File: config.mk
export PLATFORM = sky130hd
export DESIGN_NAME = rps_match_scoreboard
export DESIGN_NICKNAME = d
export VERILOG_FILES = /design/src/rtl/rps_match_scoreboard.sv
export SDC_FILE = /design/constraint.sdc
export NUM_CORES = 1
export LEC_CHECK = 0
export CORE_MARGIN = 4
export CORE_UTILIZATION = 55
export DETAILED_ROUTE_END_ITERATION = 10
export HOLD_SLACK_MARGIN = 0.03
export PLACE_DENSITY = 0.82
export SLEW_MARGIN = 25
export SYNTH_ARGS = -nofsm -noshare
export SYNTH_HDL_FRONTEND = slang
export SYNTH_SLANG_ARGS = --single-unit
File: constraint.sdc
create_clock -name clk -period 6.7 [get_ports clk]
set_clock_uncertainty 0.15 [all_clocks]
set_input_delay 1.34 -clock clk [delete_from_list [all_inputs] [get_ports clk]]
set_output_delay 1.34 -clock clk [all_outputs]
set_load 0.1 [all_outputs]
File: src/rtl/rps_match_scoreboard.sv
// Match scoreboard for the stone-paper-scissors judge: counts round outcomes and declares the match winner.
// Counters update on the accept edge; result_ready drops outside PLAY and while new_match is pulsed.
module rps_match_scoreboard #(
    parameter int WIN_TARGET = 3,
    parameter int MAX_ROUNDS = 9,
    parameter int SCORE_W    = 4,
    parameter int CNT_W      = 8
) (
    input  logic               clk,
    input  logic               reset,
    input  logic               new_match,
    input  logic               result_valid,
    input  logic [1:0]         result,
    output logic               result_ready,
    output logic [SCORE_W-1:0] p1_score,
    output logic [SCORE_W-1:0] p2_score,
    output logic [CNT_W-1:0]   round_cnt,
    output logic [CNT_W-1:0]   tie_cnt,
    output logic [CNT_W-1:0]   invalid_cnt,
    output logic               match_done,
    output logic [1:0]         match_winner,
    output logic [1:0]         sb_state
);

    localparam logic [SCORE_W-1:0] WIN_T = SCORE_W'(WIN_TARGET);
    localparam logic [CNT_W-1:0]   MAX_R = CNT_W'(MAX_ROUNDS);

    typedef enum logic [1:0] {
        IDLE = 2'b00,
        PLAY = 2'b01,
        DONE = 2'b10
    } state_t;

    state_t             state;
    logic               accept;
    logic               finish;
    logic [1:0]         winner_next;
    logic [SCORE_W-1:0] p1_next;
    logic [SCORE_W-1:0] p2_next;
    logic [CNT_W-1:0]   round_next;
    logic [CNT_W-1:0]   tie_next;
    logic [CNT_W-1:0]   invalid_next;

    function automatic logic [SCORE_W-1:0] sat_score(input logic [SCORE_W-1:0] v);
        return (&v) ? v : v + SCORE_W'(1);
    endfunction

    function automatic logic [CNT_W-1:0] sat_cnt(input logic [CNT_W-1:0] v);
        return (&v) ? v : v + CNT_W'(1);
    endfunction

    assign result_ready = (state == PLAY) && !new_match;
    assign accept       = result_valid && result_ready;
    assign sb_state     = state;

    // Post-update values drive both the counters and the end-of-match decision on the same edge.
    always_comb begin
        p1_next      = p1_score;
        p2_next      = p2_score;
        round_next   = round_cnt;
        tie_next     = tie_cnt;
        invalid_next = invalid_cnt;
        if (accept) begin
            case (result)
                2'b01: begin
                    p1_next    = sat_score(p1_score);
                    round_next = sat_cnt(round_cnt);
                end
                2'b10: begin
                    p2_next    = sat_score(p2_score);
                    round_next = sat_cnt(round_cnt);
                end
                2'b00: begin
                    tie_next   = sat_cnt(tie_cnt);
                    round_next = sat_cnt(round_cnt);
                end
                default: invalid_next = sat_cnt(invalid_cnt);
            endcase
        end
        finish = (p1_next == WIN_T) || (p2_next == WIN_T) || (round_next == MAX_R);
        if (p1_next > p2_next)
            winner_next = 2'b01;
        else if (p2_next > p1_next)
            winner_next = 2'b10;
        else
            winner_next = 2'b00;
    end

    always_ff @(posedge clk or posedge reset) begin
        if (reset) begin
            state        <= IDLE;
            p1_score     <= '0;
            p2_score     <= '0;
            round_cnt    <= '0;
            tie_cnt      <= '0;
            invalid_cnt  <= '0;
            match_done   <= 1'b0;
            match_winner <= 2'b00;
        end else if (new_match) begin
            state        <= PLAY;
            p1_score     <= '0;
            p2_score     <= '0;
            round_cnt    <= '0;
            tie_cnt      <= '0;
            invalid_cnt  <= '0;
            match_done   <= 1'b0;
            match_winner <= 2'b00;
        end else if (accept) begin
            p1_score    <= p1_next;
            p2_score    <= p2_next;
            round_cnt   <= round_next;
            tie_cnt     <= tie_next;
            invalid_cnt <= invalid_next;
            if (finish) begin
                state        <= DONE;
                match_done   <= 1'b1;
                match_winner <= winner_next;
            end
        end
    end

endmodule
==> summary.md <==
| Metric | Value |
|---|---|
| Clock tree from TritonCTS | `yes` |
| Cell-internal power | `roughly 0.35 mW` |
| Clock buffer depth | `2` |
| Area share of fa/ha/maj cells after synthesis | `under 10%` |
| Met3 wire length | `204 microns` |
| Clock sink count | `36` |
| Max Cap Violations | `0` |
| Depth of the CTS H-tree | `2` |
| LEAKAGE | `1.19 nW` |
| Post-Synthesis Net Count | `approximately 240` |
| Chain of cells forming the critical path | `clkdlybuf4s50_1, buf_4, inv_1, and3_1, buf_4` |
| Global-route wire length before repair | `between 8 and 9 mm` |
| Top FF cell, synth | `dfrtp_1` |
| Die outline height | `71.0 microns` |
| Length of routed wiring on met1 | `about 2.2 mm` |
| Total routing resource utilization after global routing | `roughly a fifth` |
| Top-level I/O count | `44` |
| Post-CTS setup-driven buffer insertion count | `0` |
| Pwr Total | `0.485 mW` |
| Via count of the first global-routing pass | `1807` |
| Logic pwr share | `approximately an eighth` |
| Sw Share | `27.9%` |
| Routed WL per cell | `about 15 microns` |
| Worst-Margin Slew | `around 0.98 ns` |
| DP HPWL | `roughly 3.4 mm` |
| Simple-gate share of the synthesized area | `approximately a quarter` |
| Largest cells by area after synthesis | `dfrtp_1 (41%), ha_1 (5.2%), mux2i_1 (5.0%), nand2_1 (3.8%), nor2_1 (3.6%)` |
| Clock transition time at the flip-flop clock pins of the worst setup and hold paths | `approximately 0.080 ns` |
| Top layer in use | `met4` |
| Area after DPL | `between 2000 and 3000 sq um` |
| Antenna diodes | `0` |
| Post-synthesis mux area share | `approximately 7.3%` |
| Arrival time worst endpoint | `2.83 ns` |
| Peak Freq | `roughly 0.23 GHz` |
| Utilization of the core after routing | `between 70% and 80%` |
| YS warnings | `0` |
| Die X | `just over 70 microns` |
| Crit share post-route | `about 65%` |
| Initial Util | `58.4%` |
| Critical path fanouts, max | `26` |
| Most prevalent standard cell on the critical path | `buf_4` |
| RSZ-0062 raised after global routing | `false` |
| Startpoint class of the critical path | `input port` |
| Synthesized area per cell | `9.59 sq um` |
| Number of gates resized after cts | `0` |
| Most instantiated library cell after synthesis | `dfrtp_1` |
| Unique masters post-synth | `44` |
| Area delta synth->final | `26.4%` |
| XOR/XNOR Fraction of Synth Area | `6.01%` |
| Final wirelength | `~4.8 mm` |
| Final hold violation count | `0` |
| Residual antenna-violating net count after detailed routing | `0` |
| DR iter-0 viols | `124` |
| Proportion of synthesized chip area in sequential cells | `approximately two fifths` |
| Port-buffer cells | `43` |
| Share of the synthesized area in compound gates (AO/OA/AOI/OAI) | `11.5%` |
| Slowest cell on the critical path | `clkdlybuf4s50_1` |
| Largest net degree at the start of global routing | `37` |
| Run status | `finished, final reports clean` |
| Slew Viols, Final | `0` |
| Ys async rst share | `between 90% and 100%` |
| Buf+Inv Stages, Crit Path | `4` |
| Delay of the slowest critical-path stage | `0.40 ns` |
| Rows | `22` |
| Reported net switching power | `between 0.1 and 0.15 mW` |
| CTS Root Buffer Type | `clkbuf_8` |
| Worst hold slack after final layout | `0.413 ns` |
| # DRC | `0` |
| Routed vias/inst | `5.84` |
| Largest area contributor in the synthesized netlist | `dfrtp_1` |
| Core region area | `3740 sq um` |
| Element type at the critical path end | `primary output` |
| Combinational family with the most area after synthesis | `simple AND/OR/NAND/NOR gates` |
| Worst path top cell family by delay | `buffers and inverters` |
| Headroom to the max-slew limit | `34.2%` |
| Clock network fraction of total power | `roughly two fifths` |
| Met2 routed wirelength | `between 2 and 2.5 mm` |
| Final setup violation count | `0` |
| Count of vias placed by the detailed router | `roughly 1900` |
| Num CTS Buffers | `5` |
| Kind of critical path | `input port to primary output` |
| Post-route cell area | `approximately 2800 sq um` |
| Clock latency of the later-clocked register in the worst-skew pair | `between 0.2 and 0.3 ns` |
| Overall die area | `between 5000 and 6000 sq um` |
| Drt first pass iters | `4` |
| Number of enable-type register cells in the synthesized netlist | `0` |
| Total overflow reported by the global router | `0` |
| Final TNS setup | `0 ns` |
| Layout net count | `approximately 290` |
| Minimum clock period | `between 4 and 5 ns` |
| Data required time of the worst path | `~5.2 ns` |
| Reg power frac | `between 40% and 50%` |
| Share of final-layout standard cells stronger than drive strength 1 | `9.19%` |
| Hold-fix buffers at CTS | `0` |
| Syn Inst Count | `~230` |
| Maximum vdd ir drop | `between 0.00015 and 0.0002 V` |
| Portion of synthesized cell area occupied by the leading cell type | `slightly above 40%` |
| Worst min-delay path class | `flop to flop` |
| Global placer's final weighted congestion | `about 0.84` |
| Most instantiated cells after synthesis | `dfrtp_1 (36), nand2_1 (22), nor2_1 (21)` |
| Post-synthesis sequential element count | `36` |
| Synthesized cell area | `between 2000 and 2500 sq um` |
| Pwr per Cell Area | `approximately 180 nW/um^2` |
| Number of antenna violations at the first check in global routing | `0` |
-- worst reg2reg max path: stages (launching register included) --
cell      delay (ns)
dfrtp_1         0.42
and4bb_2        0.40
and2_1          0.21
nand2_1         0.11
mux2_2          0.30
ha_1            0.29
nor2b_1         0.14
o21ai_0         0.17
nand2b_1        0.08
a21oi_1         0.22
a41o_1          0.12
mux2i_1         0.06
-- stage by stage --
stage	setup WS, ns	std cells
4_1_cts	2.37	320
2_1_floorplan	2.55	228
6_report	2.38	320
5_1_grt	2.25	320
3_3_place_gp	2.39	312
3_5_place_dp	2.36	312
-- sequential cells by signal (all words and copies together) (netlist names) --
register	cells
invalid_cnt	8
round_cnt	8
tie_cnt	8
p1_score	4
p2_score	4
match_winner	2
match_done	1
sb_state	1
-- worst paths after layout --
path,startpoint,to,slack [ns],depth (start not counted)
hold reg to reg,match_winner[1]$_DFFE_PP0P_,match_winner[1]$_DFFE_PP0P_,0.41,2
setup reg to reg,match_done$_DFFE_PP0P_,match_winner[1]$_DFFE_PP0P_,3.91,11
max in group asynchronous,reset,p1_score[2]$_DFFE_PP0P_,4.79,3
min in group asynchronous,reset,tie_cnt[7]$_DFFE_PP0P_,1.30,3
setup / recovery,new_match,result_ready,2.38,5
hold / removal,match_winner[1]$_DFFE_PP0P_,match_winner[1]$_DFFE_PP0P_,0.41,2
-- placed cells by master (no fill, tap or decap), types with 4 or more instances in the layout --
cell type	instances
dfrtp_1	36
mux2i_1	11
nand4_1	8
nor2_1	21
and2_1	7
xor2_1	7
nand2b_1	4
clkdlybuf4s50_1	42
or3_1	5
a21oi_1	8
inv_1	4
clkbuf_8	5
nand3_1	15
nor2b_1	5
xnor2_1	8
ha_1	9
and3_1	7
nand2_1	22
o21ai_0	11
-- layer usage --
layer / GRT usage (%) / vias up
li1: - / 909
met1: 26.9 / 905
met2: 32.9 / 48
met3: 4.97 / 6
met4: 7.72 / 0
met5: 0 / -
-- cells by family (layout without fill, tap and decap cells) --
logic type / Yosys count / in the layout
mux: 15 / 15
xor+xnor: 15 / 15
fa+ha+maj: 9 / 9
flops: 36 / 36
simple gates: 105 / 105
compound gates: 35 / 35
buf+inv: 13 / 57
-- power by group through the flow --
stage,registers [mW],logic (mW),clock network (mW)
final,0.224,0.0621,0.199
after detailed placement,0.228,0.0624,0
after floorplan,0.245,0.0286,0
after global routing,0.224,0.0671,0.210
after global placement,0.228,0.0614,0
after CTS,0.224,0.0626,0.200
-- area by class of cell --
class	instances	area [sq um]
Sequential cell	36	901
Clock inverter	3	46.3
Clock buffer	5	68.8
Fill cell	291	981
Inverter	4	15.0
Tap cell	48	60.1
Multi-Input combinational cell	179	1230
Timing Repair Buffer	45	443
Power figures use the tool's default switching activity.
